===== config.mk =====
export PLATFORM = sky130hd
export DESIGN_NAME = vectrex_cart_loader_flat
export DESIGN_NICKNAME = d
export VERILOG_FILES = /design/src/rtl/vectrex_cart_loader_if.sv /design/src/rtl/vectrex_cart_loader.sv /design/src/flat_wrapper.sv
export SDC_FILE = /design/constraint.sdc
export NUM_CORES = 1
export LEC_CHECK = 0
export CAP_MARGIN = 10
export CORE_MARGIN = 3
export CORE_UTILIZATION = 55
export CTS_BUF_LIST = sky130_fd_sc_hd__clkbuf_16
export DETAILED_ROUTE_END_ITERATION = 10
export GPL_TIMING_DRIVEN = 0
export PLACE_DENSITY = 0.84
export SYNTH_ARGS = -nofsm -noshare
export SYNTH_HDL_FRONTEND = slang
export SYNTH_SLANG_ARGS = --single-unit

===== constraint.sdc =====
create_clock -name clk_sys -period 3.76 [get_ports clk_sys]
set_input_delay 0.752 -clock clk_sys [delete_from_list [all_inputs] [get_ports clk_sys]]
set_output_delay 0.752 -clock clk_sys [all_outputs]
set_load 0.03 [all_outputs]

===== src/rtl/vectrex_cart_loader_if.sv =====
// Cart memory write port between the cartridge loader and the SDRAM controller.
// The loader drives request/address/data; the memory side answers with a one-cycle ack.
interface vectrex_cart_loader_if;
  logic        mem_req;
  logic [14:0] mem_addr;
  logic [7:0]  mem_din;
  logic        mem_ack;

  modport master (output mem_req, output mem_addr, output mem_din, input mem_ack);
  modport slave  (input mem_req, input mem_addr, input mem_din, output mem_ack);
endinterface


===== src/rtl/vectrex_cart_loader.sv =====
// Queues ioctl cartridge bytes into a 2-entry FIFO feeding cart memory, and sequences
// the Vectrex core reset (power-on, user, post-download and optional skip-logo reset).
module vectrex_cart_loader #(
  parameter int RESET_CYCLES = 1000,
  parameter int LOGO_DELAY   = 5000000
) (
  input  logic                  clk_sys,
  input  logic                  reset_n,
  input  logic                  ioctl_download,
  input  logic                  ioctl_wr,
  input  logic [24:0]           ioctl_addr,
  input  logic [7:0]            ioctl_dout,
  input  logic                  user_reset,
  input  logic                  skip_logo,
  vectrex_cart_loader_if.master mem,
  output logic                  core_reset,
  output logic                  loading,
  output logic [15:0]           cart_size,
  output logic                  overflow
);
  typedef enum logic [2:0] {ST_IDLE, ST_LOAD, ST_DRAIN, ST_HOLD, ST_LOGO_WAIT} state_t;
  typedef enum logic [1:0] {TAG_USER, TAG_POST, TAG_SECOND} tag_t;

  localparam logic [31:0] RESET_LOAD = 32'(RESET_CYCLES);
  localparam logic [31:0] LOGO_LOAD  = 32'(LOGO_DELAY);

  state_t      state_reg, state_next;
  tag_t        tag_reg, tag_next;
  logic [31:0] cnt_reg, cnt_next;
  logic        dl_reg;
  logic        core_reset_reg, loading_reg;
  logic [15:0] cart_size_reg, cart_size_next;
  logic        overflow_reg, overflow_next;

  // FIFO is a head register (drives the memory port directly) plus one spare slot
  logic        head_valid_reg, head_valid_next;
  logic [14:0] head_addr_reg, head_addr_next;
  logic [7:0]  head_data_reg, head_data_next;
  logic        tail_valid_reg, tail_valid_next;
  logic [14:0] tail_addr_reg, tail_addr_next;
  logic [7:0]  tail_data_reg, tail_data_next;

  logic        dl_rise, dl_fall, pop, wr_in_load, in_range, push, drop;
  logic [15:0] addr_plus1;

  assign dl_rise    = ioctl_download & ~dl_reg;
  assign dl_fall    = ~ioctl_download & dl_reg;
  assign pop        = head_valid_reg & mem.mem_ack;
  assign wr_in_load = (state_reg == ST_LOAD) & ioctl_wr;
  assign in_range   = (ioctl_addr[24:15] == 10'd0);
  assign push       = wr_in_load & in_range & (~tail_valid_reg | pop);
  assign drop       = wr_in_load & ~push;
  assign addr_plus1 = {1'b0, ioctl_addr[14:0]} + 16'd1;

  always_comb begin
    head_valid_next = head_valid_reg;
    head_addr_next  = head_addr_reg;
    head_data_next  = head_data_reg;
    tail_valid_next = tail_valid_reg;
    tail_addr_next  = tail_addr_reg;
    tail_data_next  = tail_data_reg;
    if (dl_rise) begin
      head_valid_next = 1'b0;
      tail_valid_next = 1'b0;
    end else if (pop) begin
      if (tail_valid_reg) begin
        head_addr_next = tail_addr_reg;
        head_data_next = tail_data_reg;
        if (push) begin
          tail_addr_next = ioctl_addr[14:0];
          tail_data_next = ioctl_dout;
        end else begin
          tail_valid_next = 1'b0;
        end
      end else if (push) begin
        head_addr_next = ioctl_addr[14:0];
        head_data_next = ioctl_dout;
      end else begin
        head_valid_next = 1'b0;
      end
    end else if (push) begin
      if (head_valid_reg) begin
        tail_valid_next = 1'b1;
        tail_addr_next  = ioctl_addr[14:0];
        tail_data_next  = ioctl_dout;
      end else begin
        head_valid_next = 1'b1;
        head_addr_next  = ioctl_addr[14:0];
        head_data_next  = ioctl_dout;
      end
    end
  end

  always_comb begin
    cart_size_next = cart_size_reg;
    overflow_next  = overflow_reg;
    if (dl_rise) begin
      cart_size_next = 16'd0;
      overflow_next  = 1'b0;
    end else begin
      if (drop)
        overflow_next = 1'b1;
      if (push && (addr_plus1 > cart_size_reg))
        cart_size_next = addr_plus1;
    end
  end

  // Priority: download start, then user reset (outside LOAD/DRAIN), then countdowns
  always_comb begin
    state_next = state_reg;
    tag_next   = tag_reg;
    cnt_next   = cnt_reg;
    if (dl_rise) begin
      state_next = ST_LOAD;
    end else begin
      case (state_reg)
        ST_LOAD: begin
          if (dl_fall)
            state_next = ST_DRAIN;
        end
        ST_DRAIN: begin
          if (!head_valid_reg) begin
            state_next = ST_HOLD;
            tag_next   = TAG_POST;
            cnt_next   = RESET_LOAD;
          end
        end
        default: begin
          if (user_reset) begin
            state_next = ST_HOLD;
            tag_next   = TAG_USER;
            cnt_next   = RESET_LOAD;
          end else if (state_reg == ST_HOLD) begin
            if (cnt_reg <= 32'd1) begin
              if ((tag_reg == TAG_POST) && skip_logo) begin
                state_next = ST_LOGO_WAIT;
                cnt_next   = LOGO_LOAD;
              end else begin
                state_next = ST_IDLE;
              end
            end else begin
              cnt_next = cnt_reg - 32'd1;
            end
          end else if (state_reg == ST_LOGO_WAIT) begin
            if (cnt_reg <= 32'd1) begin
              state_next = ST_HOLD;
              tag_next   = TAG_SECOND;
              cnt_next   = RESET_LOAD;
            end else begin
              cnt_next = cnt_reg - 32'd1;
            end
          end
        end
      endcase
    end
  end

  always_ff @(posedge clk_sys or negedge reset_n) begin
    if (!reset_n) begin
      state_reg      <= ST_HOLD;
      tag_reg        <= TAG_USER;
      cnt_reg        <= RESET_LOAD;
      dl_reg         <= 1'b0;
      core_reset_reg <= 1'b1;
      loading_reg    <= 1'b0;
      cart_size_reg  <= 16'd0;
      overflow_reg   <= 1'b0;
      head_valid_reg <= 1'b0;
      head_addr_reg  <= 15'd0;
      head_data_reg  <= 8'd0;
      tail_valid_reg <= 1'b0;
      tail_addr_reg  <= 15'd0;
      tail_data_reg  <= 8'd0;
    end else begin
      state_reg      <= state_next;
      tag_reg        <= tag_next;
      cnt_reg        <= cnt_next;
      dl_reg         <= ioctl_download;
      core_reset_reg <= (state_next != ST_IDLE) && (state_next != ST_LOGO_WAIT);
      loading_reg    <= (state_next == ST_LOAD) || (state_next == ST_DRAIN);
      cart_size_reg  <= cart_size_next;
      overflow_reg   <= overflow_next;
      head_valid_reg <= head_valid_next;
      head_addr_reg  <= head_addr_next;
      head_data_reg  <= head_data_next;
      tail_valid_reg <= tail_valid_next;
      tail_addr_reg  <= tail_addr_next;
      tail_data_reg  <= tail_data_next;
    end
  end

  assign mem.mem_req  = head_valid_reg;
  assign mem.mem_addr = head_addr_reg;
  assign mem.mem_din  = head_data_reg;
  assign core_reset   = core_reset_reg;
  assign loading      = loading_reg;
  assign cart_size    = cart_size_reg;
  assign overflow     = overflow_reg;

endmodule


===== src/flat_wrapper.sv =====
// flat-port wrapper written by rule: the top's interface ports become plain ports
module vectrex_cart_loader_flat 
#(
  parameter int RESET_CYCLES = 1000,
  parameter int LOGO_DELAY   = 5000000
)
  (clk_sys, reset_n, ioctl_download, ioctl_wr, ioctl_addr, ioctl_dout, user_reset, skip_logo, core_reset, loading, cart_size, overflow, mem_mem_req, mem_mem_addr, mem_mem_din, mem_mem_ack);
  vectrex_cart_loader_if mem_i ();
  input  logic clk_sys;
  input  logic reset_n;
  input  logic ioctl_download;
  input  logic ioctl_wr;
  input  logic [24:0] ioctl_addr;
  input  logic [7:0] ioctl_dout;
  input  logic user_reset;
  input  logic skip_logo;
  output logic core_reset;
  output logic loading;
  output logic [15:0] cart_size;
  output logic overflow;
  output wire logic [$bits(mem_i.mem_req)-1:0] mem_mem_req;
  output wire logic [$bits(mem_i.mem_addr)-1:0] mem_mem_addr;
  output wire logic [$bits(mem_i.mem_din)-1:0] mem_mem_din;
  input wire logic [$bits(mem_i.mem_ack)-1:0] mem_mem_ack;
  assign mem_mem_req = mem_i.mem_req;
  assign mem_mem_addr = mem_i.mem_addr;
  assign mem_mem_din = mem_i.mem_din;
  assign mem_i.mem_ack = mem_mem_ack;
  vectrex_cart_loader #(.RESET_CYCLES(RESET_CYCLES), .LOGO_DELAY(LOGO_DELAY)) u_core (.clk_sys(clk_sys), .reset_n(reset_n), .ioctl_download(ioctl_download), .ioctl_wr(ioctl_wr), .ioctl_addr(ioctl_addr), .ioctl_dout(ioctl_dout), .user_reset(user_reset), .skip_logo(skip_logo), .mem(mem_i), .core_reset(core_reset), .loading(loading), .cart_size(cart_size), .overflow(overflow));
endmodule

After elaboration in Yosys (flattened, before gate mapping)
Index checks and enable logic that the tools add are counted.
{"block": "word_totals", "regBits": 105, "latchBits": 0, "ramBits": 0, "mem_bits_ro": 0, "inputBits": 40, "out_inout_bits": 43, "word_cells": 127, "memories": 0}
{"block": "op_classes", "add_sub_neg": 2, "mul": 0, "n_div": 0, "magnitude_cmp": 2, "n_eq_ne": 16, "shift": 0, "mux": 57, "n_bitwise": 14, "reduce_logical": 22}
{"operator": "2-to-1 mux 32 bit", "n": 7}
{"operator": "2-to-1 mux 15 bit", "n": 9}
{"operator": "2-to-1 mux 8 bit", "n": 9}
{"operator": "one-hot mux 32 bit (2 select lines)", "n": 1}
{"operator": "less-or-equal comparator 32 x 1 -> 1 bit, second input constant", "n": 1}
{"operator": "2-to-1 mux 16 bit", "n": 2}
{"operator": "subtractor 32 x 1 -> 32 bit, second input constant", "n": 1}
{"operator": "2-to-1 mux 3 bit", "n": 9}
{"operator": "adder 15 x 1 -> 16 bit, second input constant", "n": 1}
{"operator": "greater-than comparator 16 bit", "n": 1}
{"operator": "nonzero test 3 bit", "n": 5}
{"operator": "2-to-1 mux 1 bit", "n": 13}
{"operator": "logical NOT 10 bit", "n": 1}
{"operator": "2-to-1 mux 2 bit", "n": 5}
{"operator": "AND reduction 5 bit", "n": 2}
{"operator": "nonzero test 2 bit", "n": 5}
{"operator": "== test 3 x 2 -> 1 bit, second input constant", "n": 3}
{"operator": "!= test 3 bit, second input constant", "n": 3}
{"operator": "bitwise AND 1 bit", "n": 7}
{"operator": "== test 3 x 1 -> 1 bit, second input constant", "n": 2}
{"operator": "!= test 2 bit, second input constant", "n": 3}
{"operator": "NOT 1 bit", "n": 6}
{"operator": "one-hot mux 3 bit (2 select lines)", "n": 1}
{"operator": "AND reduction 6 bit", "n": 1}
{"operator": "other kinds (13)", "n": 15}

Longest topological paths before layout
Gate-level depths: netlist of the first run.
{"block": "logic_depth", "word_depth": 10, "mapped_depth": 15, "depth_no_buf": 14}

Worst setup path after synthesis of the first run
Ideal clock, no wire load.
{"block": "synth_timing", "path_kind": "input to register", "start": "in ioctl_addr[0]", "end": "reg u_core.cart_size_reg[2], in the netlist u_core.cart_size[2]", "setup_ns": 0.083, "arrival_ns": 3.357, "t_required_ns": 3.677, "path_slack_ns": 0.320, "cell_stages": 15, "path_buffers": 1, "cell_sequence": "and3_1 -> nand3_1 -> nor2_1 -> nand3_1 -> xnor2_1 -> ha_1 -> a21o_1 -> a21o_1 -> a21o_1 -> a21oi_1 -> nor2b_1 -> o41ai_1 -> clkbuf_1 -> nand3_1 -> o21ai_0"}
{"block": "synth_via", "elab_chain_len": 4, "word_cells_on_any_way": 6, "classes_between": "add/sub: 1; order compare: 1; mux: 2; reduce/logical: 2"}
{"item": "start: declaration", "line": "flat_wrapper.sv:13", "source": "input logic [24:0] ioctl_addr;"}
{"item": "adder 15 x 1 -> 16 bit *", "line": "vectrex_cart_loader.sv:53", "source": "assign addr_plus1 = {1'b0, ioctl_addr[14:0]} + 16'd1;"}
{"item": "greater-than comparator 16 bit", "line": "vectrex_cart_loader.sv:103", "source": "if (push && (addr_plus1 > cart_size_reg))"}
{"item": "logical AND 1 bit", "line": "vectrex_cart_loader.sv:103"}
{"item": "nonzero test 2 bit (no line)"}
{"item": "end signal: assignment", "line": "vectrex_cart_loader.sv:181", "source": "cart_size_reg <= cart_size_next;"}
{"item": "end: declaration", "line": "vectrex_cart_loader.sv:32", "source": "logic [15:0] cart_size_reg, cart_size_next;"}
Every way passes the cells marked *; elsewhere a longest branch is shown, timed or not. The select of a mux whose other input is x is not followed.
A chain may end at the register's enable or synchronous reset.

Final worst setup path of the first run
{"block": "layout_timing", "start": "in ioctl_addr[9]", "end": "reg u_core.cart_size_reg[0], in the netlist u_core.cart_size[0]"}
{"block": "layout_via", "elab_chain_len": 4}
{"item": "adder 15 x 1 -> 16 bit", "line": "vectrex_cart_loader.sv:53"}
{"item": "greater-than comparator 16 bit", "line": "vectrex_cart_loader.sv:103"}
{"item": "logical AND 1 bit", "line": "vectrex_cart_loader.sv:103"}
{"item": "nonzero test 2 bit (no line)"}
Every way passes these cells.

==> metrics.txt, run 1 <==
status completed; number of synthesized flops with an enable pin 0; TritonCTS clock tree done; hold crit path type input port to asynchronous set/reset pin; die height 109 um; number of diodes 0; Placed Instances between 800 and 900; H-tree depth 3; max-slew violations 0; synthesis-stage register bit count 105; worst hold margin approximately 0.4 ns; Rel. slew slack 0.471; multiplexer share of the synthesized area 0.0891; Yosys top cell by area dfrtp_1; Core ar. roughly 10000 um2; vias approximately 5300; post-synthesis xor/xnor area fraction 0.0225; Syn Inst Count a little over 600; worst skew pair latency 0.35 ns; mean cell area of the mapped netlist 9.37 um2; post-route cell area 7230 um2; period utilization 0.950; Crit Reg-Reg Startpoint u_core.cnt_reg[12]$_DFFE_PN0P_; PwrDens 528 nW/um2; final RePlAce weighted congestion just over 0.9; Initial Util 0.581; first-pass GRT wire length ~25 mm; ranking of synthesized cells by area dfrtp_1 41%, mux2_2 4.6%, mux2i_1 4.3%; worst path arrival time around 3.8 ns; pre-CTS setup slack -0.934 ns; GRT Overall Usage 0.265; clk_skew roughly 0.0085 ns; number of vias per cell 6.20; Routed WL around 16 mm; initial drt markers 464; Layout area overhead 23.7%; post-synth cell types between 50 and 60; Leak around 3.3 nW; adder-cell area share of the yosys netlist 0.0407; Syn Nets just under 700; vias in the first global route slightly above 5000; ANT nets after route 0; root buffer cell clkbuf_16; largest net degree at the start of global routing 63; hpwl dp 11.0 mm; share of async-settable or async-resettable flops after synthesis 1.00; DP Area approximately 6800 um2; RSZ-0062 raised after global routing false; Die Area roughly 12000 um2; endpoints failing hold 0; CTS buffer count 9; FILL cells between 700 and 800; # setup viols final 0; register area share after synthesis 0.452; crit path kind input port to flop; CTS Hold Bufs 0; top cell type's share of synthesized area 0.411; Non-Filler Instances between 800 and 900; maximum fanout along the worst path 10; maximum capacitance violations 0; Achievable Freq roughly 280 MHz; max reg flops 32; Cell Area, Synth 5840 um2; Synth warnings 0; initial antenna violation count 0; wire length per cell 18.1 um; drt pass-1 iters 5; CP Launch Type input port; Setup WS post-layout 0.189 ns; FP Rows 36; Boundary Pins a little over 80; share of cells above drive strength 1 0.121; overall power around 3.8 mW; residual DRC count 0; Final #Nets around 780; Tmin final approximately 3.6 ns; clock slew at reported path FFs approximately 0.07 ns; crit path launch ioctl_addr[9]; VDD IR max approximately 0.43 mV; area taken by multi-input logic gates roughly 3000 um2; Most used DFF post-synth dfrtp_1; CTS max path bufs 2; FF+latch area between 2000 and 3000 um2; most common cell after layout, fill and taps aside dfrtp_1; Port Buffers 81; total gr overflow 0; Synth Area in Compound Gates 0.161; WP data required between 4 and 5 ns; main combinational cell family by area after synthesis simple AND/OR/NAND/NOR gates; Worst setup EP type flop; Slew @ Worst Pin roughly 0.79 ns; clock sinks 105; post-synthesis simple-gate area fraction 0.194; most frequent cells in the layout 96 x dfrtp_1, 73 x clkdlybuf4s50_1, 52 x nand2_1; Die X roughly 110 um
[per-stage QoR]
stage | setup TNS (ns) | utilization
global route | 0 | 0.719
floorplan | 0 | -
detailed placement | -14.59 | 0.682
finish | 0 | 0.719
global placement | -211.94 | 0.679
CTS | 0 | 0.716
[cells in the mapped netlist, types with 2 or more instances]
master and n:
and4_1 2, nor4_1 11, clkbuf_1 29, dfstp_2 9, and2_1 3, xor2_1 5, mux2_2 24, nand4_1 7
inv_1 26, a21oi_1 45, o21a_1 2, dfrtp_1 96, and3_1 6, nand2_1 52, a21o_1 7, nand3_1 29
o21ai_1 16, o31ai_1 9, o41ai_1 3, o31ai_2 4, ha_1 19, or3_1 15, nor2_1 50, nor2b_1 4
o22a_1 5, nand3b_1 3, nand2b_1 4, xnor2_1 10, or4_1 7, nor3_1 12, or4b_2 2, o21ai_0 48
buf_2 3, mux2i_1 25, nor3b_1 7, a211oi_1 3
[layer usage]
layer  track usage  share of wire  vias up
met1         0.349           0.42     2620
met5             0              0        -
met2         0.445           0.49      239
li1              -              -     2438
met4         0.102          0.019        0
met3        0.0343          0.066       33
[final timing paths]
path / to / slack (ns) / cells after the start
worst max register to register: u_core.cnt_reg[30]$_DFFE_PN0P_ / 0.23 / 12
max in group asynchronous: u_core.cnt_reg[9]$_DFFE_PN1P_ / 2.59 / 2
worst max-delay path: u_core.cart_size[0]$_DFFE_PN0P_ / 0.19 / 14
min in group clk_sys: u_core.cnt_reg[30]$_DFFE_PN0P_ / 0.51 / 1
worst min-delay path: u_core.mem.mem_addr[6]$_DFFE_PN0P_ / 0.40 / 1
worst min register to register: u_core.cnt_reg[30]$_DFFE_PN0P_ / 0.51 / 1
[worst max-delay path, cell delays in order]
cell and delay (ns):
clkdlybuf4s50_1 0.61, nand4_1 0.23, nor2_1 0.23, nand4_1 0.14
xnor2_1 0.25, ha_1 0.30, and3_1 0.17, nand4_1 0.13
a21oi_1 0.07, o41ai_2 0.38, buf_4 0.18, clkbuf_2 0.20
nand3_1 0.10, o31ai_1 0.09
[kinds of logic (layout without fill, tap and decap cells)]
logic type               count (synthesis)  after routing
AO/OA/AOI/OAI                          154            154
multiplexers                            49             49
XOR/XNOR                                15             15
AND/OR/NAND/NOR                        220            220
buffers and inverters                   61            164
flip-flops                             105            105
adder cells (fa/ha/maj)                 19             19
[repair_timing]
action | CTS | global route
setup buffers | 3 | 1
gates resized for setup | 14 | 15
pin swaps | 2 | 0
endpoints found under the setup margin | 25 | 26
[report_power, final]
part	internal (mW)	leakage (nW)	total (mW)	switching (mW)
logic	0.535	1.79	1.44	0.903
registers	1.32	1.35	1.45	0.133
clock network	0.511	0.143	0.927	0.417
total	2.37	3.28	3.82	1.45
[area by class of cell]
cell class	count	share of cell area
tap	133	0.0230
clock inverter	6	0.00831
sequential	105	0.365
multi-input combinational	457	0.417
timing repair buffer	88	0.121
buffer	34	0.0206
clock buffer	9	0.0312
inverter	27	0.0140
Note: power is estimated with default switching activity, not from simulation.
==> run 2, diff against run 1 <==
--- a/config.mk
+++ b/config.mk
@@ -11,7 +11,7 @@
 export CTS_BUF_LIST = sky130_fd_sc_hd__clkbuf_16
 export DETAILED_ROUTE_END_ITERATION = 10
 export GPL_TIMING_DRIVEN = 0
-export PLACE_DENSITY = 0.84
+export PLACE_DENSITY = 0.8
 export SYNTH_ARGS = -nofsm -noshare
 export SYNTH_HDL_FRONTEND = slang
 export SYNTH_SLANG_ARGS = --single-unit
==> run 2 against run 1 <==
  * Worst hold slack better by 0.079 ns
  * Global-route usage is 0.93 points higher
  * Routed wire length is 0.55% lower
  * Largest power group unchanged
  * Cell area is 1.2% higher
  * Power is 0.55% higher
  * Die area stayed put
  * Final cell count is 0.35% higher
  * Clock skew is 0.0016 ns higher
  * Combinational power hardly changed
  * Via count is 0.77% lower
==> metrics.txt, run 2 (synthesis gave the netlist of run 1 again) <==
worst skew pair latency 0.35 ns; drt pass-1 iters 5; status completed; worst path arrival time between 3 and 4 ns; Worst setup EP type flop; Die X about 110 um; ANT nets after route 0; logic gate share of total power 0.371; Port Buffers 81; clock share of power 0.252; endpoints failing hold 0; Sw Ratio 0.381; total gr overflow 0; die height ~110 um; TritonCTS clock tree done; Psw between 1 and 1.5 mW; max-slew violations 0; critical-path cell list clkdlybuf4s50_1 > nand4_1 > nor3_2 > nand3_1 > xnor2_2 > ha_1 > and3_1 > nand4_1 > nor2_1 > nor3b_2 > o41ai_4 > buf_4 > clkbuf_4 > nand3_1 > o21ai_0; crit path kind input port to flop; Placed Instances about 840; # setup viols final 0; number of vias per cell 6.14; CTS Hold Bufs 0; Int Power roughly 2.4 mW; Slew @ Worst Pin about 1.1 ns; met2 Use GR 0.461; hpwl dp around 11 mm; pre-CTS setup slack -0.872 ns; maximum fanout along the worst path 6; VDD IR max about 0.4 mV; met3 usage 0.0450; residual DRC count 0; clock slew at reported path FFs about 0.070 ns; Leak about 3.3 nW; Setup WS post-layout ~0.12 ns; Non-Filler Instances about 860; Final #Nets ~780; initial drt markers 387; CP max stage cell clkdlybuf4s50_1; final RePlAce weighted congestion 0.951; clock sinks 105; crit-path max cell delay roughly 0.6 ns; Boundary Pins between 80 and 90; Rel. slew slack 0.267; initial antenna violation count 1; Routed WL about 15 mm; FP Rows 36; Initial Util 0.581; FF-to-FF setup slack 0.30 ns; Layout area overhead 25.2%; worst r2r dst u_core.cnt_reg[12]$_DFFE_PN0P_; clk_skew a little over 0.01 ns; Achievable Freq about 270 MHz; CTS buffer count 9; most common cell after layout, fill and taps aside dfrtp_1; crit path launch ioctl_addr[9]; Seq pwr share 0.378; share of cells above drive strength 1 0.129; busiest metal layer after global routing met2; worst hold margin approximately 0.48 ns; WP data required 3.99 ns; GRT Overall Usage 0.274; vias in the first global route ~5300; PwrDens roughly 530 nW/um2; wire length per cell 17.9 um; Register-to-Register Path Depth 12; largest net degree at the start of global routing 60; Crit Reg-Reg Startpoint u_core.cnt_reg[12]$_DFFE_PN0P_; FILL cells 730; vias around 5300; H-tree depth 3; hold crit path type input port to asynchronous set/reset pin; max reg flops 32; GR Util met1 0.352; CTS max path bufs 2; maximum capacitance violations 0; first-pass GRT wire length approximately 26 mm; Tmin final roughly 3.6 ns; period utilization 0.968; most frequent cells in the layout 96 x dfrtp_1, 74 x clkdlybuf4s50_1, 52 x nand2_1; CP Launch Type input port; Die Area around 12000 um2; utilization after layout 0.728; Core ar. between 10000 and 15000 um2; root buffer cell clkbuf_16
-- run 2: critical path: cells and delay by family --
family / cells / cell delay [ns]
simple gates: 8 / 1.45
buf+inv: 3 / 0.93
fa+ha+maj: 1 / 0.31
compound gates: 2 / 0.23
xor+xnor: 1 / 0.19
-- run 2: area by class of cell --
type	count	area (um2)	share of cell area
Multi-Input combinational cell	457	3050	0.417
Sequential cell	105	2640	0.361
Clock inverter	7	77.6	0.0106
Tap cell	133	166	0.0228
Timing Repair Buffer	89	887	0.121
Clock buffer	9	225	0.0308
Inverter	27	101	0.0139
Buffer	34	164	0.0224
Antenna cell	1	2.50	0.000342
-- run 2: how the worst max path moves through the flow --
stage | endpoint | cells past startpoint
2_1_floorplan | u_core.cart_size[2]$_DFFE_PN0P_ | 15
3_3_place_gp | u_core.cnt_reg[10]$_DFFE_PN0P_ | 1
3_5_place_dp | u_core.cart_size[2]$_DFFE_PN0P_ | 16
4_1_cts | u_core.cart_size[13]$_DFFE_PN0P_ | 17
5_1_grt | u_core.cart_size[12]$_DFFE_PN0P_ | 15
6_report | u_core.cart_size[13]$_DFFE_PN0P_ | 15
-- run 2: stage by stage --
stage          power, mW  setup TNS (ns)  instance area (um2)
3_3_place_gp        2.82         -219.09                 6820
3_5_place_dp        2.87          -13.63                 6850
2_1_floorplan       2.31               0                 5840
6_report            3.84               0                 7310
4_1_cts             3.84               0                 7260
5_1_grt             4.04          -0.124                 7310
-- run 2: power by group through the flow --
stage / clock (mW) / sequential (mW) / combinational [mW]
global route: 1.03 / 1.47 / 1.55
CTS: 0.981 / 1.45 / 1.41
finish: 0.967 / 1.45 / 1.42
floorplan: 0 / 1.70 / 0.616
global placement: 0 / 1.46 / 1.37
detailed placement: 0 / 1.47 / 1.40
-- run 2: per-layer routing --
layer  vias to the layer above  share of wire
li1                       2456              -
met1                      2567           0.41
met2                       227           0.49
met3                        39          0.067
met4                         0          0.030
met5                         -              0
-- run 2: timing repair --
| item | in CTS | in global routing |
|---|---|---|
| pin swaps | 4 | 2 |
| endpoints found under the setup margin | 25 | 30 |
| resized for setup | 17 | 15 |
| gates cloned | 1 | 0 |
| setup buffers | 5 | 0 |
==> run 3, diff against run 2 <==
--- a/config.mk
+++ b/config.mk
@@ -9,9 +9,10 @@
 export CORE_MARGIN = 3
 export CORE_UTILIZATION = 55
 export CTS_BUF_LIST = sky130_fd_sc_hd__clkbuf_16
+export CTS_CLUSTER_SIZE = 20
 export DETAILED_ROUTE_END_ITERATION = 10
 export GPL_TIMING_DRIVEN = 0
-export PLACE_DENSITY = 0.8
+export PLACE_DENSITY_LB_ADDON = 0.1
 export SYNTH_ARGS = -nofsm -noshare
 export SYNTH_HDL_FRONTEND = slang
 export SYNTH_SLANG_ARGS = --single-unit
==> run 3 against run 2 <==
  * Flip-flop and latch count unchanged
  * Highest routed layer unchanged
  * Clock power down 2.8%
  * Global-route usage down 1.2 points
  * Critical path type unchanged
  * Final cell count down 0.23%
  * Die area unchanged
  * Non-clock buffer count down 1
  * Critical endpoint is now u_core.cart_size[14]$_DFFE_PN0P_
  * Clock-buffer cell count unchanged
  * Core utilization down 0.24 points
==> metrics.txt, run 3 (synthesis gave the netlist of run 1 again) <==
root buffer cell clkbuf_16; Psw ~1.5 mW; crit path kind input port to flop; worst skew pair latency 0.34 ns; worst r2r dst u_core.cnt_reg[26]$_DFFE_PN0P_; max-slew violations 0; Seq pwr share 0.380; Sw Ratio 0.391; number of diodes 0; critical-path cell list clkdlybuf4s50_1 > nand4_1 > nor3_2 > nand3_1 > xnor2_2 > ha_1 > and3_1 > nand4_1 > nor2_1 > nor3b_2 > o41ai_4 > buf_4 > clkbuf_8 > nand3_1 > o21ai_0; Routed WL between 15 and 20 mm; Core ar. between 10000 and 15000 um2; GRT Overall Usage 0.262; WP depth 15; CP top delay family simple AND/OR/NAND/NOR gates; CP max stage cell clkdlybuf4s50_1; Crit Reg-Reg Startpoint u_core.cnt_reg[12]$_DFFE_PN0P_; number of vias per cell between 6 and 7; H-tree depth 3; Int Power between 2 and 2.5 mW; total gr overflow 0; residual DRC count 0; Worst setup EP type flop; Tmin final about 3.6 ns; worst path arrival time around 3.8 ns; CP Buf/Inv Count 3; maximum fanout along the worst path 10; CP Launch Type input port; CTS max path bufs 2; Initial Util 0.581; Final #Nets approximately 780; max reg flops 32; wire length per cell roughly 18 um; maximum capacitance violations 0; Achievable Freq 278 MHz; crit path to u_core.cart_size[14]$_DFFE_PN0P_; Port Buffers 81; status completed; drt pass-1 iters 5; crit-path max cell delay around 0.61 ns; initial antenna violation count 0; Setup TNS 0 ns; vias approximately 5200; share of cells above drive strength 1 0.127; Boundary Pins 83; final RePlAce weighted congestion 0.888; Slew @ Worst Pin between 1 and 1.5 ns; FF-to-FF setup slack about 0.31 ns; clk_skew approximately 0.011 ns; most frequent cells in the layout 96 x dfrtp_1, 73 x clkdlybuf4s50_1, 52 x nand2_1; vias in the first global route approximately 5000; hpwl dp around 11 mm; PwrDens 525 nW/um2; FILL cells 752; Leak around 3.3 nW; TritonCTS clock tree done; # setup viols final 0; Die Area 11900 um2; endpoints failing hold 0; Register-to-Register Path Depth 12; period utilization 0.958; VDD IR max a little over 0.4 mV; Die X between 100 and 150 um; CTS buffer count 9; largest net degree at the start of global routing 68; FP Rows 36; ANT nets after route 0; clock share of power 0.246; Rel. slew slack 0.234; clock sinks 105; overall power about 3.8 mW; initial drt markers 270; CTS Hold Bufs 0; Layout area overhead 24.8%; die height between 100 and 150 um; hold crit path type input port to asynchronous set/reset pin; clock slew at reported path FFs ~0.080 ns; most common cell after layout, fill and taps aside dfrtp_1; first-pass GRT wire length 24.8 mm; crit path launch ioctl_addr[9]; WP data required 3.97 ns; logic gate share of total power 0.374
==> run 3: worst reg2reg max path, cell delays in order, from the launching register on <==
cell	delay, ns
dfrtp_1	0.43
or3_4	0.42
or2_4	0.27
nor4_4	0.24
buf_4	0.18
buf_4	0.14
mux2_2	0.35
a221o_2	0.41
inv_2	0.14
buf_2	0.24
clkbuf_2	0.29
o21ai_0	0.17
o31ai_2	0.08
==> run 3: cell type report <==
| class | count | area (um2) | share of cell area |
|---|---|---|---|
| Timing Repair Buffer | 88 | 873 | 0.120 |
| Clock inverter | 7 | 78.8 | 0.0108 |
| Clock buffer | 9 | 225 | 0.0309 |
| Buffer | 34 | 170 | 0.0234 |
| Tap cell | 133 | 166 | 0.0228 |
| Inverter | 27 | 101 | 0.0139 |
| Multi-Input combinational cell | 457 | 3030 | 0.416 |
| Sequential cell | 105 | 2640 | 0.362 |
==> run 3: worst min-delay path by stage <==
stage / start / endpoint / slack [ns] / cells past startpoint
after floorplan: reset_n / u_core.cart_size[0]$_DFFE_PN0P_ / 0.46 / 0
after global placement: u_core.cnt_reg[30]$_DFFE_PN0P_ / u_core.cnt_reg[30]$_DFFE_PN0P_ / 0.48 / 1
after detailed placement: u_core.cnt_reg[30]$_DFFE_PN0P_ / u_core.cnt_reg[30]$_DFFE_PN0P_ / 0.48 / 1
after CTS: reset_n / u_core.mem.mem_addr[13]$_DFFE_PN0P_ / 0.40 / 1
after global routing: reset_n / u_core.mem.mem_addr[13]$_DFFE_PN0P_ / 0.42 / 1
final: reset_n / u_core.mem.mem_addr[13]$_DFFE_PN0P_ / 0.39 / 1
==> run 3: what timing repair did <==
action / CTS / global route
endpoints found under the setup margin: 25 / 31
resized for setup: 18 / 16
pin swaps: 2 / 2
setup buffers: 4 / 1
==> run 3: layer usage <==
layer	GRT usage	up-vias	share of wire
li1	-	2444	-
met1	0.336	2565	0.41
met2	0.449	180	0.51
met3	0.0355	33	0.056
met4	0.104	0	0.022
met5	0	-	0
==> run 3: power groups by stage <==
| stage | Sequential (mW) | Clock (mW) | Combinational (mW) |
|---|---|---|---|
| 3_5_place_dp | 1.47 | 0 | 1.41 |
| 6_report | 1.45 | 0.940 | 1.43 |
| 3_3_place_gp | 1.46 | 0 | 1.37 |
| 2_1_floorplan | 1.70 | 0 | 0.616 |
| 4_1_cts | 1.45 | 0.958 | 1.42 |
| 5_1_grt | 1.47 | 1.00 | 1.55 |
==> run 3: per-stage QoR <==
| step | utilization | setup WS (ns) | hold WS, ns | std cells | instance area (um2) |
|---|---|---|---|---|---|
| final | 0.725 | 0.158 | 0.386 | 860 | 7290 |
| after detailed placement | 0.681 | -0.943 | 0.481 | 838 | 6840 |
| after floorplan | - | 0.320 | 0.456 | 623 | 5840 |
| after CTS | 0.720 | 0.0211 | 0.401 | 858 | 7240 |
| after global routing | 0.725 | -0.00253 | 0.420 | 860 | 7290 |
| after global placement | 0.679 | -2.04 | 0.478 | 837 | 6820 |
